**config.mk**
```make
export PLATFORM = sky130hd
export DESIGN_NAME = ebus_mux_arb_flat
export DESIGN_NICKNAME = d
export VERILOG_FILES = /design/src/rtl/ebus_pkg.sv /design/src/rtl/ebus_mux_arb_if.sv /design/src/rtl/ebus_prio_sel.sv /design/src/rtl/ebus_mux_arb.sv /design/src/flat_wrapper.sv
export SDC_FILE = /design/constraint.sdc
export NUM_CORES = 1
export LEC_CHECK = 0
export CAP_MARGIN = 20
export CORE_AREA = 2 2 201 203
export DETAILED_ROUTE_END_ITERATION = 12
export DIE_AREA = 0 0 203 205
export PLACE_DENSITY = 0.53
export SYNTH_ARGS = -nofsm -noshare
export SYNTH_HDL_FRONTEND = slang
export SYNTH_SLANG_ARGS = --single-unit
export TNS_END_PERCENT = 20
```
**constraint.sdc**
```tcl
create_clock -name clk -period 2.46 [get_ports clk]
set_input_delay 0.492 -clock clk [delete_from_list [all_inputs] [get_ports clk]]
set_output_delay 0.492 -clock clk [all_outputs]
set_load 0.02 [all_outputs]
```
**src/rtl/ebus_pkg.sv**
```systemverilog
// Shared definitions for the registered EBUS driver mux / arbiter.
// Holds the default geometry and the owner-index width helper.
// It also names the standard driver channels, so that top level wires
// every channel to the same index.
package ebus_pkg;

  // Default geometry of the EBUS and its diagnostics.
  localparam int EBUS_NDRV    = 12;
  localparam int EBUS_W       = 36;
  localparam int EBUS_CW      = 8;
  localparam int EBUS_TIMEOUT = 64;

  // One EBUS data word at the default width.
  typedef logic [EBUS_W-1:0] ebus_word_t;

  // Width of an owner index for n channels.
  // This is never narrower than one bit.
  function automatic int owner_w(input int n);
    return (n > 1) ? $clog2(n) : 1;
  endfunction

  // Standard driver channels in priority order.
  // A lower index wins the bus.
  typedef enum logic [3:0] {
    CH_APR = 4'd0,
    CH_CON = 4'd1,
    CH_CRA = 4'd2,
    CH_CTL = 4'd3,
    CH_EDP = 4'd4,
    CH_IR  = 4'd5,
    CH_MBZ = 4'd6,
    CH_MTR = 4'd7,
    CH_PI  = 4'd8,
    CH_SCD = 4'd9,
    CH_SHM = 4'd10,
    CH_VMA = 4'd11
  } ebus_chan_e;

endpackage

```
**src/rtl/ebus_mux_arb_if.sv**
```systemverilog
// EBUS driver/bus bundle between the per-module drivers and the mux.
// Optional parity lanes are present only when EBUS_PARITY_EN is defined.
//
// Handshake: ebusValid qualifies ebusData and ebusOwner for exactly one
// cycle. There is no ready, because the EBUS is a broadcast bus: every
// consumer samples on the edge where ebusValid is high. A driver holds its
// drvDriving bit high for every cycle it wants the bus. Losing arbitration
// is not back-pressured; it only shows up in the diagnostics.
interface ebus_mux_arb_if
  import ebus_pkg::*;
#(
  parameter int NDRV = EBUS_NDRV,
  parameter int W    = EBUS_W
);
  localparam int OW = owner_w(NDRV);

  logic [NDRV-1:0]   drvDriving;
  logic [NDRV*W-1:0] drvData;
  logic [W-1:0]      ebusData;
  logic              ebusValid;
  logic [OW-1:0]     ebusOwner;
`ifdef EBUS_PARITY_EN
  logic [NDRV-1:0]   drvParity;
  logic              ebusParity;

  modport master (output drvDriving, drvData, drvParity,
                  input  ebusData, ebusValid, ebusOwner, ebusParity);
  modport slave  (input  drvDriving, drvData, drvParity,
                  output ebusData, ebusValid, ebusOwner, ebusParity);
`else
  modport master (output drvDriving, drvData,
                  input  ebusData, ebusValid, ebusOwner);
  modport slave  (input  drvDriving, drvData,
                  output ebusData, ebusValid, ebusOwner);
`endif

endinterface

```
**src/rtl/ebus_prio_sel.sv**
```systemverilog
// Combinational fixed-priority selector for the EBUS drivers.
// It produces the lowest-index requester, whether any channel requests,
// and whether two or more channels request in the same cycle.
module ebus_prio_sel
  import ebus_pkg::*;
#(
  parameter int NDRV = EBUS_NDRV,
  parameter int OW   = owner_w(NDRV)
) (
  input  logic [NDRV-1:0] req,
  output logic [OW-1:0]   sel_idx,
  output logic            any_valid,
  output logic            multi_valid
);

  // Scan from the top down, so the lowest asserted index is written last and wins.
  always_comb begin
    sel_idx = '0;
    for (int i = NDRV - 1; i >= 0; i--) begin
      if (req[i]) sel_idx = OW'(i);
    end
  end

  // Any requester, and contention (two or more requesters by population count).
  always_comb begin
    any_valid   = |req;
    multi_valid = ($countones(req) > 1);
  end

endmodule

```
**src/rtl/ebus_mux_arb.sv**
```systemverilog
// Registered EBUS driver mux with contention and hold-too-long diagnostics.
// The selected data, valid flag and owner appear one cycle after sampling.
// Diagnostics are sticky until diagClear; a new event in the clear cycle wins.
// Optional feature macro: EBUS_PARITY_EN adds odd-parity lanes and a sticky
// parity error flag.
module ebus_mux_arb
  import ebus_pkg::*;
#(
  parameter int NDRV    = EBUS_NDRV,
  parameter int W       = EBUS_W,
  parameter int CW      = EBUS_CW,
  parameter int TIMEOUT = EBUS_TIMEOUT,
  localparam int OW     = owner_w(NDRV)
) (
  input  logic            clk,
  input  logic            CROBAR_N,
  ebus_mux_arb_if.slave   bus,
  input  logic            diagClear,
  output logic            conflict,
  output logic [NDRV-1:0] conflictMask,
  output logic [CW-1:0]   conflictCount,
  output logic            timeout,
  output logic [OW-1:0]   timeoutOwner
`ifdef EBUS_PARITY_EN
  ,
  output logic            parityErr
`endif
);

  // The hold counter counts 0..TIMEOUT and saturates at TIMEOUT.
  localparam int            HW       = $clog2(TIMEOUT + 1);
  localparam logic [HW-1:0] HOLD_MAX = HW'(TIMEOUT);
  localparam logic [HW-1:0] HOLD_PRE = HW'(TIMEOUT - 1);
  localparam logic [CW-1:0] CNT_MAX  = '1;

  logic [OW-1:0] sel_idx;
  logic          sel_any;
  logic          sel_multi;
  logic [W-1:0]  sel_data;

  logic [W-1:0]  data_q;
  logic          valid_q;
  logic [OW-1:0] owner_q;
  logic [HW-1:0] hold_q;
  logic [HW-1:0] hold_next;
  logic          to_evt;

  ebus_prio_sel #(
    .NDRV (NDRV),
    .OW   (OW)
  ) u_prio_sel (
    .req         (bus.drvDriving),
    .sel_idx     (sel_idx),
    .any_valid   (sel_any),
    .multi_valid (sel_multi)
  );

  // Mux the winning channel's word onto the bus, or zero when nobody drives.
  always_comb begin
    sel_data = '0;
    if (sel_any) sel_data = bus.drvData[int'(sel_idx) * W +: W];
  end

  // Hold counter next state.
  // A new owner reloads the counter to 1 and always beats a pending timeout.
  // A repeat owner counts up to TIMEOUT and then sticks there.
  always_comb begin
    hold_next = '0;
    to_evt    = 1'b0;
    if (sel_any) begin
      if (valid_q && (owner_q == sel_idx)) begin
        if (hold_q != HOLD_MAX) begin
          hold_next = hold_q + 1'b1;
          to_evt    = (hold_q == HOLD_PRE);
        end else begin
          hold_next = hold_q;
        end
      end else begin
        hold_next = HW'(1);
      end
    end
  end

  // Registered data path and hold counter; reset drops the bus immediately.
  always_ff @(posedge clk or negedge CROBAR_N) begin
    if (!CROBAR_N) begin
      data_q  <= '0;
      valid_q <= 1'b0;
      owner_q <= '0;
      hold_q  <= '0;
    end else begin
      data_q  <= sel_data;
      valid_q <= sel_any;
      owner_q <= sel_any ? sel_idx : '0;
      hold_q  <= hold_next;
    end
  end

  assign bus.ebusData  = data_q;
  assign bus.ebusValid = valid_q;
  assign bus.ebusOwner = owner_q;

  // Sticky contention diagnostics; a conflict in the clear cycle survives it.
  always_ff @(posedge clk or negedge CROBAR_N) begin
    if (!CROBAR_N) begin
      conflict      <= 1'b0;
      conflictMask  <= '0;
      conflictCount <= '0;
    end else begin
      if (sel_multi)      conflict <= 1'b1;
      else if (diagClear) conflict <= 1'b0;

      conflictMask <= (diagClear ? '0 : conflictMask) |
                      (sel_multi ? bus.drvDriving : '0);

      if (diagClear)
        conflictCount <= sel_multi ? CW'(1) : '0;
      else if (sel_multi && (conflictCount != CNT_MAX))
        conflictCount <= conflictCount + 1'b1;
    end
  end

  // Sticky timeout diagnostics.
  // The owner is latched only for the first timeout since the last clear.
  always_ff @(posedge clk or negedge CROBAR_N) begin
    if (!CROBAR_N) begin
      timeout      <= 1'b0;
      timeoutOwner <= '0;
    end else begin
      if (to_evt)         timeout <= 1'b1;
      else if (diagClear) timeout <= 1'b0;

      if (to_evt && (!timeout || diagClear)) timeoutOwner <= sel_idx;
      else if (diagClear)                    timeoutOwner <= '0;
    end
  end

`ifdef EBUS_PARITY_EN
  logic sel_par;
  logic par_bad;
  logic par_q;

  // Odd parity of the selected lane. An idle bus carries zero data, so its
  // parity bit is 1.
  always_comb begin
    sel_par = 1'b1;
    par_bad = 1'b0;
    if (sel_any) begin
      sel_par = bus.drvParity[sel_idx];
      par_bad = ~(^{sel_data, sel_par});
    end
  end

  // Parity lane registered alongside the data; the error flag is sticky.
  always_ff @(posedge clk or negedge CROBAR_N) begin
    if (!CROBAR_N) begin
      par_q     <= 1'b0;
      parityErr <= 1'b0;
    end else begin
      par_q <= sel_par;
      if (par_bad)        parityErr <= 1'b1;
      else if (diagClear) parityErr <= 1'b0;
    end
  end

  assign bus.ebusParity = par_q;
`endif

endmodule

```
**src/flat_wrapper.sv**
```systemverilog
// flat-port wrapper written by rule: the top's interface ports become plain ports
module ebus_mux_arb_flat import ebus_pkg::*;
#(
  parameter int NDRV    = EBUS_NDRV,
  parameter int W       = EBUS_W,
  parameter int CW      = EBUS_CW,
  parameter int TIMEOUT = EBUS_TIMEOUT,
  localparam int OW     = owner_w(NDRV)
)
  (clk, CROBAR_N, diagClear, conflict, conflictMask, conflictCount, timeout, timeoutOwner, bus_drvDriving, bus_drvData, bus_ebusData, bus_ebusValid, bus_ebusOwner);
  ebus_mux_arb_if #(.NDRV(NDRV), .W(W)) bus_i ();
  input  logic clk;
  input  logic CROBAR_N;
  input  logic diagClear;
  output logic conflict;
  output logic [NDRV-1:0] conflictMask;
  output logic [CW-1:0] conflictCount;
  output logic timeout;
  output logic [OW-1:0] timeoutOwner;
  input wire logic [$bits(bus_i.drvDriving)-1:0] bus_drvDriving;
  input wire logic [$bits(bus_i.drvData)-1:0] bus_drvData;
  output wire logic [$bits(bus_i.ebusData)-1:0] bus_ebusData;
  output wire logic [$bits(bus_i.ebusValid)-1:0] bus_ebusValid;
  output wire logic [$bits(bus_i.ebusOwner)-1:0] bus_ebusOwner;
  assign bus_i.drvDriving = bus_drvDriving;
  assign bus_i.drvData = bus_drvData;
  assign bus_ebusData = bus_i.ebusData;
  assign bus_ebusValid = bus_i.ebusValid;
  assign bus_ebusOwner = bus_i.ebusOwner;
  ebus_mux_arb #(.NDRV(NDRV), .W(W), .CW(CW), .TIMEOUT(TIMEOUT)) u_core (.clk(clk), .CROBAR_N(CROBAR_N), .bus(bus_i), .diagClear(diagClear), .conflict(conflict), .conflictMask(conflictMask), .conflictCount(conflictCount), .timeout(timeout), .timeoutOwner(timeoutOwner));
endmodule
```
==> flow_summary.yaml, run 1 <==
setup_path:
  regToRegStartpoint: "u_core.hold_q[0]$_DFFE_PN0P_"
  worstSetupPathType: "primary input to flip-flop"
  worst_setup_path_end_kind: "flip-flop"
  worst_setup_path_startpoint: "bus_drvDriving[3]"
  crit_path_max_fanout: 3
  setup.worst_path.start_class: "primary input"
  timing.critical_path.arrival_ps: 4240
  timing.critical_path.required_ps: 2720
yosys:
  netlist_top_cells_area: "dfrtp_1 (25%), mux4_2 (11%), nor3_1 (7.2%), o21ai_0 (6.8%), nor2_1 (6.4%)"
  synth_nets: 1402
  post_synth_fa_ha_maj_area_fraction_pct: 3.19
  ys_async_sr_fraction_pct: 100
  yosys.area_share.simple_pct: 24.8
  synth_most_common_cell: "nor2_1"
  synthDominantCellAreaShare_pct: 24.6
  syn-cell-area_um2: 7530
  combinational_family_with_the_most_area_after_synthesis: "simple AND/OR/NAND/NOR gates"
  synth_common_cells: "nor2_1 (128), nor3_1 (108), o21ai_0 (102)"
  synthesis.instances: 940
  synth_sequential_area_ratio_pct: 24.6
  yosys.area_share.xor_xnor_pct: 1.74
  netlist-cell-type-count: 54
  synth_top_cell_by_area: "dfrtp_1"
  synth_enable_flop_cells: 0
  dominantRegCellSynth: "dfrtp_1"
  yosys_register_bits: 74
  synthMuxAreaShare_pct: 11.0
  ys_warn_count: 0
  synth-compound-area-share_pct: 24.0
  post_synth.cell_area_avg_um2: 8.01
timing:
  worst_slew_margin_rel_pct: 33.2
  timing_hold_violations_final: 0
  setup_tns_ps: -34220
  max_freq_mhz: 251
  post-route-min-period_ps: 3980
  finalSetupViolations: 60
  measured_slew_at_the_worst_slew_check_pin_ps: 1000
  worst_clock_skew_ps: 6.67
  unrepaired_setup_endpoints_after_global_routing: "true"
  period_utilization_post_route_pct: 162
  drv_slew: 0
  setup_slack_ps: -1520
pwr:
  power_report.internal_total_mw: 4.13
  switching_share_of_total_power_pct: 35.6
  power.clock.fraction_pct: 22.6
  p_seq_share_pct: 24.7
  p_sw_mw: 2.28
  cellLeakagePower_nw: 5.49
  pwr_density_cell_nw_per_um2: 442
  power_frac_comb_pct: 52.8
  irDropWorstVdd_uv: 248
detailed_routing:
  detail_route.wl_per_cell_um: 20.5
  drc_errors: 0
  detailroute.via_count: 9725
  initial_drt_markers: 542
  detail_route.wirelength_um: 41600
  drt_pre_antenna_iters: 5
  route.antenna.remaining_nets: 0
  routed_via_density: 4.79
cells_and_area:
  share_of_cells_above_drive_strength_1_pct: 18.4
  areaGrowthSynthToFinish_pct: 92.8
  diodes: 0
  finalNonFillerCells: 2029
  final.fill_count: 4032
  final_design_area_no_fill_um2: 14500
  finish.net_count: 1961
global_route:
  maximum_number_of_pins_on_one_net_before_global_route_repair: 88
  grt_pass1_vias: 10100
  first_pass_grt_wire_length_um: 60800
  antenna_found_initial: 1
  gr-total-overflow: 0
  grt_usage_pct: 19.4
cts:
  hold_buffers: 0
  cts_root_buf: "clkbuf_16"
  total_cts_buffers: 9
  ctsLongestPathBuffers: 2
  path_clk_slew_ps: 70
  numClockSinks: 74
  clock_insertion_delay_worst_skew_ps: 360
  clock_tree_from_tritoncts: "built"
  max_h_tree_level: 3
outcome:
  outcome: "complete, but fails checks"
  violations: "setup timing"
die:
  coreArea_um2: 39400
  floorplan.die.height_um: 205
  ioPinCount: 514
  die_area_um2: 41600
  die_width_um: 203
  std_cell_rows: 73
  initial_cell_density_of_the_core_pct: 19.1
min_path:
  hold_class: "primary input to async pin"
job:
  timing.max_cap.violations: 0
placed_design:
  detailed_place_hpwl_um: 33400
  port_buffers: 513
  dpl.cell_count: 2012
  place_area_um2: 14000
  finalWeightedCongestion: 0.908
## metrics by stage
stage / hold WS, ps / utilization, % / setup WS [ps] / total power, mW
after floorplan: 196 / - / -1950 / 3.12
after global placement: 484 / 35.5 / -2390 / 4.85
after detailed placement: 481 / 35.5 / -2430 / 4.89
after CTS: 85.1 / 36.7 / -1620 / 6.45
after global routing: 111 / 36.9 / -1630 / 6.75
final: 80.8 / 36.9 / -1520 / 6.41
## worst max-delay path: stages
cell and delay (ps):
buf_8 80, inv_4 30, fa_1 560, fa_1 460, fa_1 550, fa_1 420
inv_1 80, ha_2 180, inv_2 40, fa_2 340, a211oi_2 150, mux2i_1 130
a2bb2oi_2 170, o2111a_2 310, nand3_2 80, xor2_1 140, nor2_1 50
## layout make-up
type                    count  area, um2  area share [%]
repair buffers            650       6400            44.1
multi-input cells         703       5060            34.9
inverters                  61        244            1.68
clock inverters             3       46.3           0.319
clock buffers              13        260            1.79
flip-flops and latches     74       1850            12.8
well taps                 525        657            4.52
## flip-flops by register name, summed over array words and instances (netlist names)
signal	count
u_core.bus.ebusData	36
u_core.conflictMask	12
u_core.conflictCount	8
u_core.hold_q	7
u_core.bus.ebusOwner	4
u_core.timeoutOwner	4
u_core.bus.ebusValid	1
u_core.conflict	1
u_core.timeout	1
## final timing paths
| kind | end | slack (ps) | cells past startpoint |
|---|---|---|---|
| max | u_core.conflictCount[5]$_DFFE_PN0P_ | -1520 | 17 |
| min | u_core.bus.ebusOwner[3]$_DFF_PN0_ | 80 | 1 |
| max reg2reg | u_core.timeoutOwner[0]$_DFFE_PN0P_ | 630 | 5 |
| min reg2reg | u_core.conflict$_DFFE_PN0P_ | 490 | 1 |
| max in group asynchronous | u_core.conflictCount[0]$_DFFE_PN0P_ | 1740 | 2 |
| min in group clk | u_core.conflict$_DFFE_PN0P_ | 490 | 1 |
## timing repair
item | CTS | global route
resized for setup | 73 | 34
pin swaps | 22 | 22
cloned | 0 | 0
setup endpoints to repair | 69 | 68
buffers inserted | 1 | 0
## metal layers
layer,global-route usage [%],routed length [um]
met5,0,0
met3,3.63,2610
met4,5.58,900
met1,24.2,17400
met2,34.0,20700
## cell families (layout without fill, tap and decap cells)
| group | Yosys count | after routing |
|---|---|---|
| and+or+nand+nor | 349 | 349 |
| adders and majority gates | 15 | 15 |
| AOI/OAI and AO/OA | 286 | 286 |
| xor gates and xnor gates | 15 | 15 |
| muxes | 38 | 38 |
| DFF | 74 | 74 |
| buffers and inverters | 163 | 727 |
## placed cells by master (no fill, tap or decap), types with 4 or more instances in the layout
cell type,count
clkdlybuf4s50_1,501
nor2_1,127
buf_4,113
nor3_1,106
o21ai_0,92
dfrtp_1,74
o21ai_1,55
inv_1,50
nor3_2,40
a21oi_1,39
mux4_2,36
a32oi_1,35
nor4_1,33
a2111oi_1,21
buf_12,14
a2111oi_0,12
a22o_1,12
buf_6,11
nand2_1,10
clkbuf_16,9
xor2_1,8
ha_1,7
inv_2,6
nor4_2,6
xnor2_1,6
fa_1,6
nand3_1,4
o22ai_1,4
## power by group through the flow
stage	clock network, mW	registers, mW	logic, mW
2_1_floorplan	0	1.84	1.28
6_report	1.45	1.58	3.38
3_3_place_gp	0	1.60	3.25
5_1_grt	1.53	1.61	3.61
3_5_place_dp	0	1.60	3.28
4_1_cts	1.50	1.58	3.37
(Power assumes the default switching activity.)
==> run 2: changes to the inputs <==
--- a/config.mk
+++ b/config.mk
@@ -10,6 +10,7 @@
 export DETAILED_ROUTE_END_ITERATION = 12
 export DIE_AREA = 0 0 203 205
 export PLACE_DENSITY = 0.53
+export REMOVE_ABC_BUFFERS = 1
 export SYNTH_ARGS = -nofsm -noshare
 export SYNTH_HDL_FRONTEND = slang
 export SYNTH_SLANG_ARGS = --single-unit
==> run 2 against run 1 <==
Net effect: the run still ends with setup timing left; first-iteration DRC count increased by 1.5%; via count shrank 0.99%; die area stayed put; utilization is 0.17 points lower; clock power fell by 8%; hold slack improved by 97 ps; combinational power is 3% lower; critical path depth decreased by 1; critical endpoint is now u_core.conflictCount[7]$_DFFE_PN0P_.
==> flow_summary.yaml, run 2 (synthesis results as in run 1) <==
outcome:
  outcome: "complete, but fails checks"
  violations: "setup timing"
setup_path:
  regToRegStartpoint: "u_core.hold_q[0]$_DFFE_PN0P_"
  worst_setup_path_end_kind: "flip-flop"
  setup.worst_path.start_class: "primary input"
  timing.critical_path.required_ps: 2690
  worst_setup_path_startpoint: "bus_drvDriving[0]"
  crit_path_max_fanout: 3
  worstSetupPathType: "primary input to flip-flop"
  timing.critical_path.arrival_ps: 4240
cts:
  ctsLongestPathBuffers: 2
  max_h_tree_level: 3
  hold_buffers: 0
  cts_root_buf: "clkbuf_16"
  total_cts_buffers: 9
  clock_tree_from_tritoncts: "built"
  path_clk_slew_ps: 70
  numClockSinks: 74
  clock_insertion_delay_worst_skew_ps: 340
timing:
  timing_hold_violations_final: 0
  setup_slack_ps: -1550
  worst_slew_margin_rel_pct: 55.7
  measured_slew_at_the_worst_slew_check_pin_ps: 664
  finalSetupViolations: 68
  setup_tns_ps: -36170
  period_utilization_post_route_pct: 163
  drv_slew: 0
  max_freq_mhz: 249
  post-route-min-period_ps: 4010
  worst_clock_skew_ps: 10.2
  unrepaired_setup_endpoints_after_global_routing: "true"
detailed_routing:
  wl_met1_um: 16900
  routed_via_density: 4.75
  met2WireLength_um: 20100
  detail_route.wirelength_um: 40500
  route.antenna.remaining_nets: 0
  detail_route.wl_per_cell_um: 20.0
  drt_pre_antenna_iters: 6
  initial_drt_markers: 550
  topRoutingLayerUsed: "met5"
  drc_errors: 0
  detailroute.via_count: 9629
  met3_wirelength_um: 2770
die:
  std_cell_rows: 73
  die_width_um: 203
  die_area_um2: 41600
  coreArea_um2: 39400
  ioPinCount: 514
  floorplan.die.height_um: 205
  initial_cell_density_of_the_core_pct: 19.1
min_path:
  hold_class: "primary input to async pin"
cells_and_area:
  areaGrowthSynthToFinish_pct: 91.9
  commonest_cells_after_routing_fill_and_taps_aside: "clkdlybuf4s50_1 (502), nor2_1 (127), nor3_1 (108)"
  finish.net_count: 1958
  share_of_cells_above_drive_strength_1_pct: 17.5
  layout_commonest_cell: "clkdlybuf4s50_1"
  max_ffs_per_register: 36
pwr:
  power_report.internal_total_mw: 3.95
  power_frac_comb_pct: 53.1
  switching_share_of_total_power_pct: 36.3
  irDropWorstVdd_uv: 421
  pwr_density_cell_nw_per_um2: 429
  p_sw_mw: 2.25
  power.clock.fraction_pct: 21.6
  cellLeakagePower_nw: 5.45
  p_seq_share_pct: 25.3
global_route:
  maximum_number_of_pins_on_one_net_before_global_route_repair: 80
  grt_usage_pct: 18.5
  grt_pass1_vias: 9818
  gr-total-overflow: 0
  antenna_found_initial: 4
  first_pass_grt_wire_length_um: 58800
job:
  timing.max_cap.violations: 0
placed_design:
  preCtsSetupSlack_ps: -2540
  port_buffers: 513
  detailed_place_hpwl_um: 32900
  finalWeightedCongestion: 0.867
-- run 2: cell types whose count changed in the layout (fill, tap and decap cells not counted), sizes merged --
cell | previous run | this run
clkbuf | 13 | 10
bufinv | 1 | 0
clkinv | 1 | 3
inv | 61 | 62
dlymetal6s2s | 2 | 0
diode | 0 | 3
dlygate4sd2 | 3 | 4
buf | 144 | 141
clkdlybuf4s50 | 501 | 502
-- run 2: final cells by class --
class | count | area, um2
antenna | 3 | 7.51
clock buffer | 10 | 239
clock inverter | 5 | 38.8
fill | 4065 | 24900
inverter | 61 | 241
multi-input combinational | 703 | 4970
sequential | 74 | 1850
tap | 525 | 657
timing repair buffer | 647 | 6440
-- run 2: routing by layer --
layer / up-vias / global-route usage (%)
met1: 4567 / 23.1
met2: 383 / 32.5
met4: 2 / 4.22
li1: 4629 / -
met5: - / 0
met3: 48 / 3.99
-- run 2: what timing repair did --
| item | 4_1_cts | 5_1_grt |
|---|---|---|
| setup endpoints to repair | 69 | 69 |
| gates resized for setup | 81 | 8 |
| setup buffers | 2 | 0 |
| pin swaps | 14 | 2 |
-- run 2: critical path, cell delays in order --
cell,delay [ps]
buf_12,90
inv_6,40
fa_1,560
fa_1,440
fa_1,540
fa_1,420
inv_1,80
ha_2,180
inv_2,40
fa_2,520
nand2b_1,80
a2bb2oi_2,180
o2111a_2,290
nand2_2,70
xor2_1,160
nor2_1,60
-- run 2: power groups by stage --
stage	Clock, mW	Combinational (mW)	Sequential, mW
2_1_floorplan	0	1.06	1.84
3_3_place_gp	0	3.20	1.59
3_5_place_dp	0	3.23	1.60
4_1_cts	1.40	3.31	1.57
5_1_grt	1.47	3.54	1.60
6_report	1.34	3.29	1.57
-- run 2: final timing paths --
check                                                            to  slack [ps]  cells after the start
worst max-delay path            u_core.conflictCount[7]$_DFFE_PN0P_       -1550                     16
worst min-delay path              u_core.bus.ebusData[11]$_DFF_PN0_         180                      1
worst max register to register   u_core.timeoutOwner[1]$_DFFE_PN0P_         630                      5
worst min register to register          u_core.conflict$_DFFE_PN0P_         480                      1
max in group asynchronous          u_core.conflictMask[4]$_DFF_PN0_        1640                      2
min in group clk                        u_core.conflict$_DFFE_PN0P_         480                      1
-- run 2: per-stage QoR --
stage	hold slack, ps	instances	total power [mW]	area [um2]	util [%]
after floorplan	196	838	2.90	6960	-
after global placement	465	2008	4.79	14000	35.6
after detailed placement	469	2008	4.83	14000	35.6
after CTS	188	2025	6.29	14400	36.6
after global routing	210	2027	6.60	14500	36.7
final	178	2028	6.20	14500	36.7
